===== config.mk =====
export PLATFORM = sky130hd
export DESIGN_NAME = nonrestoring_divider_flat
export DESIGN_NICKNAME = d
export VERILOG_FILES = /design/src/rtl/nonrestoring_divider_pkg.sv /design/src/rtl/nonrestoring_divider_if.sv /design/src/rtl/nonrestoring_divider_step.sv /design/src/rtl/nonrestoring_divider.sv /design/src/flat_wrapper.sv
export SDC_FILE = /design/constraint.sdc
export NUM_CORES = 1
export LEC_CHECK = 0
export BUFFER_PORTS_ARGS = -buffer_cell sky130_fd_sc_hd__buf_4
export CORE_ASPECT_RATIO = 1.25
export CORE_MARGIN = 5
export CORE_UTILIZATION = 55
export DETAILED_ROUTE_END_ITERATION = 8
export HOLD_SLACK_MARGIN = 0.12
export PLACE_DENSITY = 0.76
export SLEW_MARGIN = 25
export SYNTH_ARGS = -nofsm -noshare
export SYNTH_HDL_FRONTEND = slang
export SYNTH_SLANG_ARGS = --single-unit
export TNS_END_PERCENT = 5

===== constraint.sdc =====
create_clock -name clk -period 2.6 [get_ports clk]
set_input_delay 0.52 -clock clk [delete_from_list [all_inputs] [get_ports clk]]
set_output_delay 0.52 -clock clk [all_outputs]
set_load 0.1 [all_outputs]

===== src/rtl/nonrestoring_divider_pkg.sv =====
// -----------------------------------------------------------------------------
// div_pkg
// Shared types and helpers for the non-restoring signed divider.
//   state_e    : controller states (IDLE -> CALC -> CORR -> IDLE)
//   cnt_width  : bits needed for an iteration counter that holds WIDTH
// -----------------------------------------------------------------------------
package div_pkg;

  typedef enum logic [1:0] {
    IDLE = 2'd0,
    CALC = 2'd1,
    CORR = 2'd2
  } state_e;

  // Counter must hold the value WIDTH itself, hence WIDTH+1.
  function automatic int cnt_width(input int width);
    return $clog2(width + 1);
  endfunction

endpackage


===== src/rtl/nonrestoring_divider_if.sv =====
// -----------------------------------------------------------------------------
// nonrestoring_divider_if
// Start/done handshake bundle between an issuing stage and the divider.
//   start        : request, only taken while the divider is idle
//   dividend     : signed dividend (WIDTH bits)
//   divisor      : signed divisor  (WIDTH bits)
//   busy         : operation in progress
//   done         : one-cycle completion pulse
//   quotient     : signed quotient, truncated toward zero
//   remainder    : signed remainder, takes the sign of the dividend
//   div_by_zero  : divisor was zero (meaningful with done)
// Modports: master (issuer) drives the request, slave (divider) answers.
// -----------------------------------------------------------------------------
interface nonrestoring_divider_if #(
  parameter int WIDTH = 4
);
  logic             start;
  logic [WIDTH-1:0] dividend;
  logic [WIDTH-1:0] divisor;
  logic             busy;
  logic             done;
  logic [WIDTH-1:0] quotient;
  logic [WIDTH-1:0] remainder;
  logic             div_by_zero;

  modport master (
    output start, dividend, divisor,
    input  busy, done, quotient, remainder, div_by_zero
  );

  modport slave (
    input  start, dividend, divisor,
    output busy, done, quotient, remainder, div_by_zero
  );
endinterface


===== src/rtl/nonrestoring_divider_step.sv =====
// -----------------------------------------------------------------------------
// nonrestoring_step
// One combinational iteration of non-restoring division on magnitudes.
//   p_i : partial remainder, WIDTH+1 bits two's complement
//   q_i : quotient/dividend shift register, WIDTH bits
//   d_i : divisor magnitude, WIDTH bits unsigned
//   p_o : next partial remainder
//   q_o : next quotient shift register
// -----------------------------------------------------------------------------
module nonrestoring_step #(
  parameter int WIDTH = 4
) (
  input  logic [WIDTH:0]   p_i,
  input  logic [WIDTH-1:0] q_i,
  input  logic [WIDTH-1:0] d_i,
  output logic [WIDTH:0]   p_o,
  output logic [WIDTH-1:0] q_o
);

  logic [WIDTH:0] p_shift;
  logic [WIDTH:0] d_ext;

  // {P,Q} <<= 1 : the top dividend bit moves into P.
  assign p_shift = {p_i[WIDTH-1:0], q_i[WIDTH-1]};
  assign d_ext   = {1'b0, d_i};

  // Add/subtract choice uses the sign of P before the shift.
  assign p_o = p_i[WIDTH] ? (p_shift + d_ext) : (p_shift - d_ext);

  // New quotient bit is 1 when the new partial remainder is non-negative.
  assign q_o = {q_i[WIDTH-2:0], ~p_o[WIDTH]};

endmodule


===== src/rtl/nonrestoring_divider.sv =====
// -----------------------------------------------------------------------------
// nonrestoring_divider
// Sequential signed divider: WIDTH iterations of non-restoring division on the
// operand magnitudes, then one correction cycle that restores a negative
// remainder and applies the result signs. Results appear WIDTH+1 edges after
// the accepted start edge together with a one-cycle done pulse.
// Ports:
//   clk  : rising-edge clock
//   rst  : asynchronous active-high reset
//   bus  : nonrestoring_divider_if.slave (start/operands in, busy/done/results out)
// Optional feature macro: DIV_ZERO_DETECT_EN
//   defined   : a zero divisor skips CALC; done on edge 1 with quotient all-ones,
//               remainder = dividend, div_by_zero = 1
//   undefined : no check, div_by_zero tied low
// -----------------------------------------------------------------------------
module nonrestoring_divider
  import div_pkg::*;
#(
  parameter int WIDTH = 4
) (
  input logic                   clk,
  input logic                   rst,
  nonrestoring_divider_if.slave bus
);

  localparam int CW = cnt_width(WIDTH);

  state_e           state_q;
  logic [CW-1:0]    cnt_q;
  logic [WIDTH:0]   p_q;
  logic [WIDTH-1:0] acc_q;
  logic [WIDTH-1:0] d_q;
  logic             neg_y_q;
  logic             neg_d_q;
  logic             busy_q;
  logic             done_q;
  logic [WIDTH-1:0] quo_q;
  logic [WIDTH-1:0] rem_q;

  logic [WIDTH:0]   p_d;
  logic [WIDTH-1:0] acc_d;
  logic [WIDTH-1:0] y_mag;
  logic [WIDTH-1:0] d_mag;
  logic [WIDTH-1:0] rem_mag;
  logic [WIDTH-1:0] rem_d;
  logic [WIDTH-1:0] quo_d;
  logic             accept;

`ifdef DIV_ZERO_DETECT_EN
  logic             dz_q;
  logic             dbz_q;
`endif

  // Magnitudes as unsigned WIDTH-bit values so |MIN| = 2^(WIDTH-1) still fits.
  assign y_mag = bus.dividend[WIDTH-1] ? (~bus.dividend + 1'b1) : bus.dividend;
  assign d_mag = bus.divisor[WIDTH-1]  ? (~bus.divisor + 1'b1)  : bus.divisor;

  // A start in the done cycle is refused so the issuer sees the pulse first.
  assign accept = bus.start && !done_q;

  nonrestoring_step #(
    .WIDTH(WIDTH)
  ) u_step (
    .p_i(p_q),
    .q_i(acc_q),
    .d_i(d_q),
    .p_o(p_d),
    .q_o(acc_d)
  );

  // Correction: a negative final P is restored by adding D back. P's sign bit
  // only selects the add; the corrected magnitude fits in WIDTH bits.
  assign rem_mag = p_q[WIDTH] ? (p_q[WIDTH-1:0] + d_q) : p_q[WIDTH-1:0];
  assign rem_d   = neg_y_q ? (~rem_mag + 1'b1) : rem_mag;

`ifdef DIV_ZERO_DETECT_EN
  assign quo_d = dz_q ? '1 : ((neg_y_q ^ neg_d_q) ? (~acc_q + 1'b1) : acc_q);
`else
  assign quo_d = (neg_y_q ^ neg_d_q) ? (~acc_q + 1'b1) : acc_q;
`endif

  always_ff @(posedge clk or posedge rst) begin
    if (rst) begin
      state_q <= IDLE;
      cnt_q   <= '0;
      p_q     <= '0;
      acc_q   <= '0;
      d_q     <= '0;
      neg_y_q <= 1'b0;
      neg_d_q <= 1'b0;
      busy_q  <= 1'b0;
      done_q  <= 1'b0;
      quo_q   <= '0;
      rem_q   <= '0;
`ifdef DIV_ZERO_DETECT_EN
      dz_q    <= 1'b0;
      dbz_q   <= 1'b0;
`endif
    end else begin
      done_q <= 1'b0;
      case (state_q)
        IDLE: begin
          if (accept) begin
            neg_y_q <= bus.dividend[WIDTH-1];
            neg_d_q <= bus.divisor[WIDTH-1];
            d_q     <= d_mag;
            p_q     <= '0;
            acc_q   <= y_mag;
            cnt_q   <= CW'(WIDTH);
            busy_q  <= 1'b1;
            state_q <= CALC;
`ifdef DIV_ZERO_DETECT_EN
            dz_q    <= (bus.divisor == '0);
            if (bus.divisor == '0) begin
              // Park |dividend| in P so the normal sign fix-up yields the dividend.
              p_q     <= {1'b0, y_mag};
              state_q <= CORR;
            end
`endif
          end
        end
        CALC: begin
          p_q   <= p_d;
          acc_q <= acc_d;
          cnt_q <= cnt_q - 1'b1;
          if (cnt_q == CW'(1)) begin
            state_q <= CORR;
          end
        end
        CORR: begin
          quo_q   <= quo_d;
          rem_q   <= rem_d;
          done_q  <= 1'b1;
          busy_q  <= 1'b0;
          state_q <= IDLE;
`ifdef DIV_ZERO_DETECT_EN
          dbz_q   <= dz_q;
`endif
        end
        default: state_q <= IDLE;
      endcase
    end
  end

  assign bus.busy      = busy_q;
  assign bus.done      = done_q;
  assign bus.quotient  = quo_q;
  assign bus.remainder = rem_q;
`ifdef DIV_ZERO_DETECT_EN
  assign bus.div_by_zero = dbz_q;
`else
  assign bus.div_by_zero = 1'b0;
`endif

endmodule


===== src/flat_wrapper.sv =====
// flat-port wrapper written by rule: the top's interface ports become plain ports
module nonrestoring_divider_flat import div_pkg::*;
#(
  parameter int WIDTH = 4
)
  (clk, rst, bus_start, bus_dividend, bus_divisor, bus_busy, bus_done, bus_quotient, bus_remainder, bus_div_by_zero);
  nonrestoring_divider_if #(.WIDTH(WIDTH)) bus_i ();
  input logic clk;
  input logic rst;
  input wire logic [$bits(bus_i.start)-1:0] bus_start;
  input wire logic [$bits(bus_i.dividend)-1:0] bus_dividend;
  input wire logic [$bits(bus_i.divisor)-1:0] bus_divisor;
  output wire logic [$bits(bus_i.busy)-1:0] bus_busy;
  output wire logic [$bits(bus_i.done)-1:0] bus_done;
  output wire logic [$bits(bus_i.quotient)-1:0] bus_quotient;
  output wire logic [$bits(bus_i.remainder)-1:0] bus_remainder;
  output wire logic [$bits(bus_i.div_by_zero)-1:0] bus_div_by_zero;
  assign bus_i.start = bus_start;
  assign bus_i.dividend = bus_dividend;
  assign bus_i.divisor = bus_divisor;
  assign bus_busy = bus_i.busy;
  assign bus_done = bus_i.done;
  assign bus_quotient = bus_i.quotient;
  assign bus_remainder = bus_i.remainder;
  assign bus_div_by_zero = bus_i.div_by_zero;
  nonrestoring_divider #(.WIDTH(WIDTH)) u_core (.clk(clk), .rst(rst), .bus(bus_i));
endmodule

==> flow_summary.toml, run 1 <==
[run_status]
outcome = "finished, final reports clean"

[cts]
cts_resized = 0
cts_root_buf = "clkbuf_8"
cts_sinks = 30
post_cts_buffers = 0
hold_buffers = 0
clock_latency_ps = 290
cts_buffer_depth = 2
clk_pin_slew_ps = 60
tritoncts = "done"
cts-buffers-inserted = 5
cts_max_level = 2

[sta]
hold_viol_final = 0
grt_setup_unrepaired = "false"
worst_slew_pin_slew_ps = 676
skew_ps = 6.69
fmax_ghz = 0.437
min_period_ps = 2290
period_share_pct = 88.0
maxSlewHeadroom_pct = 54.9
setup_violations = 0
report.final.slew_viol_count = 0
tns_ps = 0

[critical_path]
slowest_stage = "fa_1"
critPathArrivalTime_ps = 2460
crit_type = "reg2reg"
cp_cell_sequence = "inv_1 -> ha_1 -> mux2_2 -> fa_1 -> a21o_1 -> a21oi_1 -> xnor2_1 -> a22o_1"
critical_path.max_stage_delay_ps = 430
cp_max_fo = 5
cp-start-kind = "flop"
end_kind = "flop"
cp.required_ps = 2770

[die]
die_area_mm2 = 0.00444
chipWidth_um = 60.6
core_region_area_mm2 = 0.00314
placementRows = 23
io_pins = 22
die_h_um = 73.2
start_util_pct = 56.1

[logic_synthesis]
synth_cell_types = 34
ys_ff_latch = 30
synth-compound-area-share_pct = 12.7
synthMuxAreaShare_pct = 4.13
netlist_instances = 186
synthSimpleGateAreaFrac_pct = 15.6
syn_area_mm2 = 0.00176
yosysSeqAreaShare_pct = 42.7
synth_top_family_by_area = "simple AND/OR/NAND/NOR gates"
synth_adder_area_share_pct = 12.2
synth_area_per_cell_um2 = 9.46
synth_fp_nets = 213
yosysWarnings = 0
synth_xor_area_share_pct = 7.47

[drt]
drt_iter0_drc = 36
antenna_left = 0
num_vias = 1342
routedWlPerCell_um = 14.7
drcViolationCount = 0
dr.pass1.iters = 4
wl_mm = 3.62
via_per_inst = 5.43

[finish]
fin_nets = 237
fillers = 281
syn_to_final_growth_pct = 17.8
diodes = 0
drive_above_1_share_pct = 17.1

[job]
drv_cap = 0

[global_routing]
antenna_found_initial = 0
grtUsageTotal_pct = 19.0
grt_pass1_vias = 1451
grt_first_pass_wirelength_mm = 6.30
grt_max_degree = 20
grt-ovfl-total = 0

[worst_hold_path]
min_path_type = "in2async"

[placed_design]
hpwlAfterDp_mm = 2.83
gp_congestion = 0.819
port_buffers = 20
[per-stage QoR]
stage | setup WS, ps | cells | hold slack (ps) | utilization [%] | cell area [um2]
4_1_cts | 306 | 247 | 363 | 66.1 | 2070
3_3_place_gp | 413 | 240 | 462 | 62.5 | 1960
5_1_grt | 213 | 247 | 405 | 66.1 | 2070
2_1_floorplan | 443 | 186 | 457 | - | 1760
3_5_place_dp | 342 | 240 | 474 | 62.5 | 1960
6_report | 313 | 247 | 340 | 66.1 | 2070
[cells in the mapped netlist]
master	number	share of area [%]
nor3_1	2	0.57
xnor2_1	11	5.5
dfrtp_1	30	43
and2_1	1	0.36
o221ai_1	1	0.50
conb_1	1	0.21
or4_1	1	0.43
ha_1	14	10
nor4b_1	1	0.50
nand2_1	28	6.0
a22o_1	1	0.50
a31oi_1	2	0.71
o21ai_0	17	4.8
a21oi_1	7	2.0
o311ai_1	1	0.50
nand3_1	5	1.4
nor2b_1	4	1.4
or4b_1	1	0.57
fa_1	2	2.3
a211oi_1	2	0.85
nor4b_2	1	0.85
a21o_1	3	1.3
o31ai_1	1	0.43
mux2_2	2	1.3
mux2i_1	5	2.8
a22oi_1	1	0.43
nor2_1	10	2.1
inv_1	14	3.0
xor2_1	4	2.0
nand2b_1	3	1.1
and3_1	1	0.36
clkbuf_1	7	1.5
buf_4	1	0.43
o31ai_2	1	0.71
[worst max-delay path, delay by kind of cell, from the launching register on]
kind | cells | cell delay (ps)
muxes | 1 | 290
DFF | 1 | 410
AOI/OAI and AO/OA | 3 | 540
adders and majority gates | 2 | 710
xor gates and xnor gates | 1 | 110
buffers and inverters | 1 | 100
[metal layers]
metal  wire [um]  GRT usage (%)  share of wire, %  up-vias
met2        1910           31.6                53       26
met3         191           6.02               5.3        6
met5           0              0                 0        -
li1            -              -                 -      668
met4          55           8.67               1.5        0
met1        1460           21.7                40      642
[worst paths after layout]
path / from / to / slack, ps / cells past startpoint
setup / recovery: u_core.d_q[1] / u_core.p_q[4] / 310 / 8
hold / removal: rst / u_core.bus.quotient[3] / 340 / 2
setup reg to reg: u_core.d_q[1] / u_core.p_q[4] / 310 / 8
hold reg to reg: u_core.bus.busy / u_core.bus.busy / 480 / 2
max in group asynchronous: rst / u_core.p_q[0] / 1700 / 3
min in group clk: bus_divisor[3] / u_core.neg_d_q / 460 / 3
[layout by cell type, fill, tap and decap left out, types with 6 or more instances in the layout]
| cell type | netlist | routed |
|---|---|---|
| a21oi_1 | 7 | 7 |
| inv_1 | 14 | 14 |
| xnor2_1 | 11 | 11 |
| clkbuf_8 | 0 | 6 |
| buf_4 | 1 | 25 |
| dfrtp_1 | 30 | 30 |
| nor2_1 | 10 | 10 |
| o21ai_0 | 17 | 17 |
| ha_1 | 14 | 14 |
| nand2_1 | 28 | 28 |
[flip-flops by register name, summed over array words and instances (netlist names)]
signal and count:
u_core.p_q 5, u_core.acc_q 4, u_core.bus.quotient 4, u_core.bus.remainder 4
u_core.d_q 4, u_core.cnt_q 3, u_core.state_q 2, u_core.bus.busy 1
u_core.bus.done 1, u_core.neg_d_q 1, u_core.neg_y_q 1
[cell families after synthesis]
logic type               Yosys count
AND/OR/NAND/NOR                   58
adder cells (fa/ha/maj)           16
XOR/XNOR                          15
flip-flops                        30
multiplexers                       7
AO/OA/AOI/OAI                     37
buffers and inverters             22
other                              1
[layout make-up]
cell class                 instances  area (um2)  share of cell area (%)
timing repair buffer              25         188                    9.06
clock inverter                     1        30.0                    1.45
sequential                        30         751                    36.2
clock buffer                       6        82.6                    3.99
tap                               37        46.3                    2.23
inverter                          14        52.6                    2.54
multi-input combinational        134         922                    44.5
Power of run 1 is left out: the tool's default activity adds up to more than one toggle a clock period on the data nets, which glitch-free logic cannot reach.
==> run 2: changes to the inputs <==
clock period = 2.2 ns   (was 2.6 ns; I/O delays follow)
==> run 2 against run 1 <==
  * Register-to-register slack lost 240 ps
  * Global-route usage grew 0.53 points
  * Non-clock buffer count grew 3
  * Clock skew is essentially flat
  * Setup slack lost 240 ps
  * Die area is the same
  * Wire length grew 2.3%
  * Hold slack lost 100 ps
==> flow_summary.toml, run 2 (synthesis gave the netlist of run 1 again) <==
[cts]
clk_pin_slew_ps = 70
cts-buffers-inserted = 5
cts_max_level = 2
cts_sinks = 30
cts_buffer_depth = 2
tritoncts = "done"
hold_buffers = 0
cts_root_buf = "clkbuf_8"
clock_latency_ps = 290

[finish]
syn_to_final_growth_pct = 20.4
instances_no_fill = 250
largest_register_ffs = 5
regMostFlops = "u_core.p_q"
diodes = 0
fin_nets = 240
final_common_cell = "dfrtp_1"
final_cell_mix = "dfrtp_1, nand2_1, buf_4"
drive_above_1_share_pct = 20.2

[global_routing]
grt_pass1_vias = 1451
grtUsageTotal_pct = 19.5
grt_max_degree = 31
grt_first_pass_wirelength_mm = 6.36
grt-ovfl-total = 0
antenna_found_initial = 0

[drt]
drt_iter0_drc = 75
via_per_inst = 5.68
drcViolationCount = 0
wl_mm = 3.71
dr.pass1.iters = 4
antenna_left = 0
routedWlPerCell_um = 14.8
num_vias = 1421

[sta]
report.final.slew_viol_count = 0
hold_viol_final = 0
fmax_ghz = 0.469
min_period_ps = 2130
worst_slew_pin_slew_ps = 612
setup_violations = 0
maxSlewHeadroom_pct = 59.2
grt_setup_unrepaired = "true"
skew_ps = 6.33
period_share_pct = 96.9

[critical_path]
cp_cell_sequence = "inv_1 -> ha_1 -> mux2_4 -> fa_2 -> a21o_1 -> a21oi_2 -> xnor2_1 -> a22o_1"
cp.required_ps = 2370
cp-start-kind = "flop"
slowest_stage = "dfrtp_1"
critical_path.max_stage_delay_ps = 390
end_kind = "flop"
crit_family = "adder cells"
cp_max_fo = 3
critPathArrivalTime_ps = 2300
crit_type = "reg2reg"
worst-path-buf-inv = 1

[die]
die_area_mm2 = 0.00444
io_pins = 22
chipWidth_um = 60.6
die_h_um = 73.2
placementRows = 23
start_util_pct = 56.1
core_region_area_mm2 = 0.00314

[placed_design]
port_buffers = 20
place_inst = 242
gp_congestion = 0.888
hpwlAfterDp_mm = 2.80

[job]
drv_cap = 0

[run_status]
outcome = "finished, final reports clean"

[worst_hold_path]
min_path_type = "in2async"
-- run 2: path summary, 6_finish.rpt --
| path | slack [ps] | to | start | cells past startpoint |
|---|---|---|---|---|
| setup / recovery | 70 | u_core.p_q[4] | u_core.d_q[0] | 8 |
| min in group clk | 380 | u_core.neg_d_q | bus_divisor[3] | 3 |
| hold reg to reg | 480 | u_core.bus.busy | u_core.bus.busy | 2 |
| max in group asynchronous | 1680 | u_core.d_q[2] | rst | 3 |
| setup reg to reg | 70 | u_core.p_q[4] | u_core.d_q[0] | 8 |
| hold / removal | 240 | u_core.acc_q[0] | rst | 3 |
-- run 2: per-layer routing --
metal  global-route usage [%]  wire length (um)
met5                        0                 0
met3                     6.55               195
met2                     31.7              1970
met1                     21.8              1440
met4                     11.1                95
-- run 2: layout make-up --
type                       instances  area (um2)
clock buffer                       6        82.6
clock inverter                     1        30.0
fill                             261        1020
inverter                          14        52.6
multi-input combinational        134         946
sequential                        30         751
tap                               37        46.3
timing repair buffer              28         210
-- run 2: per-stage QoR --
step | setup WS (ps) | TNS (ps) | cell area [um2] | utilization [%] | hold slack [ps]
floorplan | 43.1 | 0 | 1760 | - | 457
global placement | 46.4 | 0 | 1970 | 62.9 | 462
detailed placement | -29.9 | -39.9 | 1970 | 62.9 | 474
CTS | 49.5 | 0 | 2100 | 66.9 | 249
global route | -14.1 | -21.9 | 2120 | 67.5 | 266
finish | 68.5 | 0 | 2120 | 67.5 | 238
-- run 2: repair_timing --
item	4_1_cts	5_1_grt
buffers inserted	1	0
gates resized for setup	1	6
endpoints found under the setup margin	2	4
pin swaps	0	3
-- run 2: worst reg2reg max path, stage by stage, from the launching register on --
cell and delay (ps):
dfrtp_1 390, inv_1 80, ha_1 300, mux2_4 290, fa_2 370, a21o_1 180, a21oi_2 140, xnor2_1 90
a22o_1 180
Power of run 2 is left out for the same reason.
==> run 3: changes to the inputs <==
SYNTH_HIERARCHICAL = 1   (was default)
==> run 3 against run 2 <==
  * The run now ends with negative setup slack left
  * Cell area increased by 2.1%
  * Die area increased by 4.8%
  * Cell count decreased by 0.80%
  * Maximum frequency decreased by 7.1%
  * Critical path depth unchanged
==> flow_summary.toml, run 3 <==
[die]
io_pins = 22
start_util_pct = 57.7
die_area_mm2 = 0.00465
chipWidth_um = 62.0
die_h_um = 75.0
core_region_area_mm2 = 0.00322
placementRows = 23

[logic_synthesis]
synth_edf_count = 0
ys_ff_latch = 30
post-synth-top-count-cell = "dfrtp_1"
synth_common_cells = "dfrtp_1, nand2_1, inv_1, ha_1, o21ai_0"
yosysWarnings = 6
netlist_instances = 186
synth_area_per_cell_um2 = 10.0
async_flop_share_pct = 100
synthFlopType = "dfrtp_1"
yosysSeqAreaShare_pct = 40.4
yosysTopAreaCell = "dfrtp_1"
synth_cell_types = 35
synth_area_leaders = "dfrtp_1, ha_1, xnor2_1, nand2_1, mux2_2"
syn_area_mm2 = 0.00186
synth_top_cell_area_share_pct = 40.4
synth_fp_nets = 213

[critical_path]
startpoint = "u_core/d_q[0]"
cp.required_ps = 2360
cp-start-kind = "flop"
critPathArrivalTime_ps = 2450
rr_startpoint = "u_core/d_q[0]"
worst-path-buf-inv = 1
reg2reg_to = "u_core/acc_q[0]"
r2r_cells = 8
critical_path.max_stage_delay_ps = 350
rrSetupSlack_ps = -90
slowest_stage = "dfrtp_1"
crit_type = "reg2reg"
cp_max_fo = 2
crit_family = "compound AO/OA/AOI/OAI gates"
end_kind = "flop"
cp-endpoint = "u_core/acc_q[0]"
worstSetupPathDepth = 8
cp_cell_sequence = "inv_1 -> ha_1 -> mux2_4 -> fa_2 -> a21o_1 -> a21oi_2 -> xor3_1 -> a221o_1"

[sta]
hold_slack_ps = 242
min_period_ps = 2290
period_share_pct = 104
report.final.slew_viol_count = 0
worst_slew_pin_slew_ps = 624
fmax_ghz = 0.436
hold_viol_final = 0
setup_violations = 1
skew_ps = 4.23
setup_ws_ps = -93.8
tns_ps = -93.8
maxSlewHeadroom_pct = 58.3
grt_setup_unrepaired = "true"

[finish]
instances_no_fill = 248
multi_input_area_mm2 = 0.00100
largest_register_ffs = 5
seq_area_um2 = 751
fillers = 258
final_core_util_pct = 67.1
drive_above_1_share_pct = 23.7
regMostFlops = "u_core/p_q"
diodes = 0
final_cell_mix = "buf_4, dfrtp_1, nand2_1"
syn_to_final_growth_pct = 16.3
fin_nets = 239

[drt]
antenna_left = 0
routedWlPerCell_um = 14.3
num_vias = 1351
via_per_inst = 5.45
drcViolationCount = 0
drt_iter0_drc = 22
dr.pass1.iters = 4
wl_mm = 3.56

[cts]
hold_buffers = 0
cts_sinks = 30
cts_buffer_depth = 2
tritoncts = "done"
clk_pin_slew_ps = 60
cts_max_level = 2
clock_latency_ps = 280
cts-buffers-inserted = 5
cts_root_buf = "clkbuf_8"

[placed_design]
place_inst = 241
gp_congestion = 0.765
hpwlAfterDp_mm = 2.81
port_buffers = 20

[global_routing]
grt_max_degree = 31
antenna_found_initial = 0
grt-ovfl-total = 0
grtUsageTotal_pct = 18.2
grt_first_pass_wirelength_mm = 6.25
grt_pass1_vias = 1430

[job]
drv_cap = 0

[run_status]
outcome = "complete, but fails checks"
violations = "negative setup slack"

[worst_hold_path]
min_path_type = "in2async"
run 3: cell types whose count changed after synthesis, sizes merged, moves of 4 or more:
cell / before / now
a21oi: 7 / 11
buf: 1 / 6
mux2: 2 / 6
nand2: 28 / 21
nand3: 5 / 0
o21ai: 17 / 13
run 3: final cells by class:
type	count	share of cell area (%)
inverters	15	2.60
flip-flops and latches	30	34.7
well taps	37	2.14
multi-input cells	130	46.3
repair buffers	30	10.4
clock buffers	6	3.82
run 3: worst min path at each step:
stage	from	to	depth (start not counted)
after global placement	u_core/bus.busy	u_core/bus.busy	1
after floorplan	u_core/cnt_q[0]	u_core/cnt_q[0]	1
after detailed placement	u_core/bus.quotient[0]	u_core/bus.quotient[0]	2
final	rst	u_core/state_q[1]	3
after global routing	rst	u_core/state_q[1]	3
after CTS	rst	u_core/bus.done	3
run 3: tightest hold or removal path, stage by stage:
cell and delay (ps):
buf_4 110, inv_1 40, buf_4 340
run 3: kinds of logic (layout without fill, tap and decap cells):
family | Yosys count | in the layout | share of synthesized area (%)
other cells | 1 | 1 | 0.202
compound gates | 37 | 37 | 12.8
simple gates | 49 | 49 | 13.1
fa+ha+maj | 16 | 16 | 11.6
xor+xnor | 15 | 15 | 8.61
mux | 12 | 12 | 6.86
flops | 30 | 30 | 40.4
buf+inv | 26 | 51 | 6.53
run 3: repair_timing:
action | in CTS | in global routing
setup buffers | 1 | 0
gates resized for setup | 0 | 3
cloned | 0 | 0
endpoints found under the setup margin | 2 | 4
pin swaps | 2 | 1
run 3: layer usage:
metal	track usage (%)	share of wire (%)
met1	20.4	42
met3	4.80	4.6
met4	6.60	1.3
met2	32.1	52
met5	0	0
run 3: metrics by stage:
| stage | cell area [um2] | setup slack (ps) |
|---|---|---|
| after CTS | 2160 | -98.7 |
| after detailed placement | 2070 | -92.9 |
| after global placement | 2070 | -43.4 |
| final | 2160 | -93.8 |
| after floorplan | 1870 | -75.9 |
| after global routing | 2160 | -167 |
Power of run 3 is left out for the same reason.
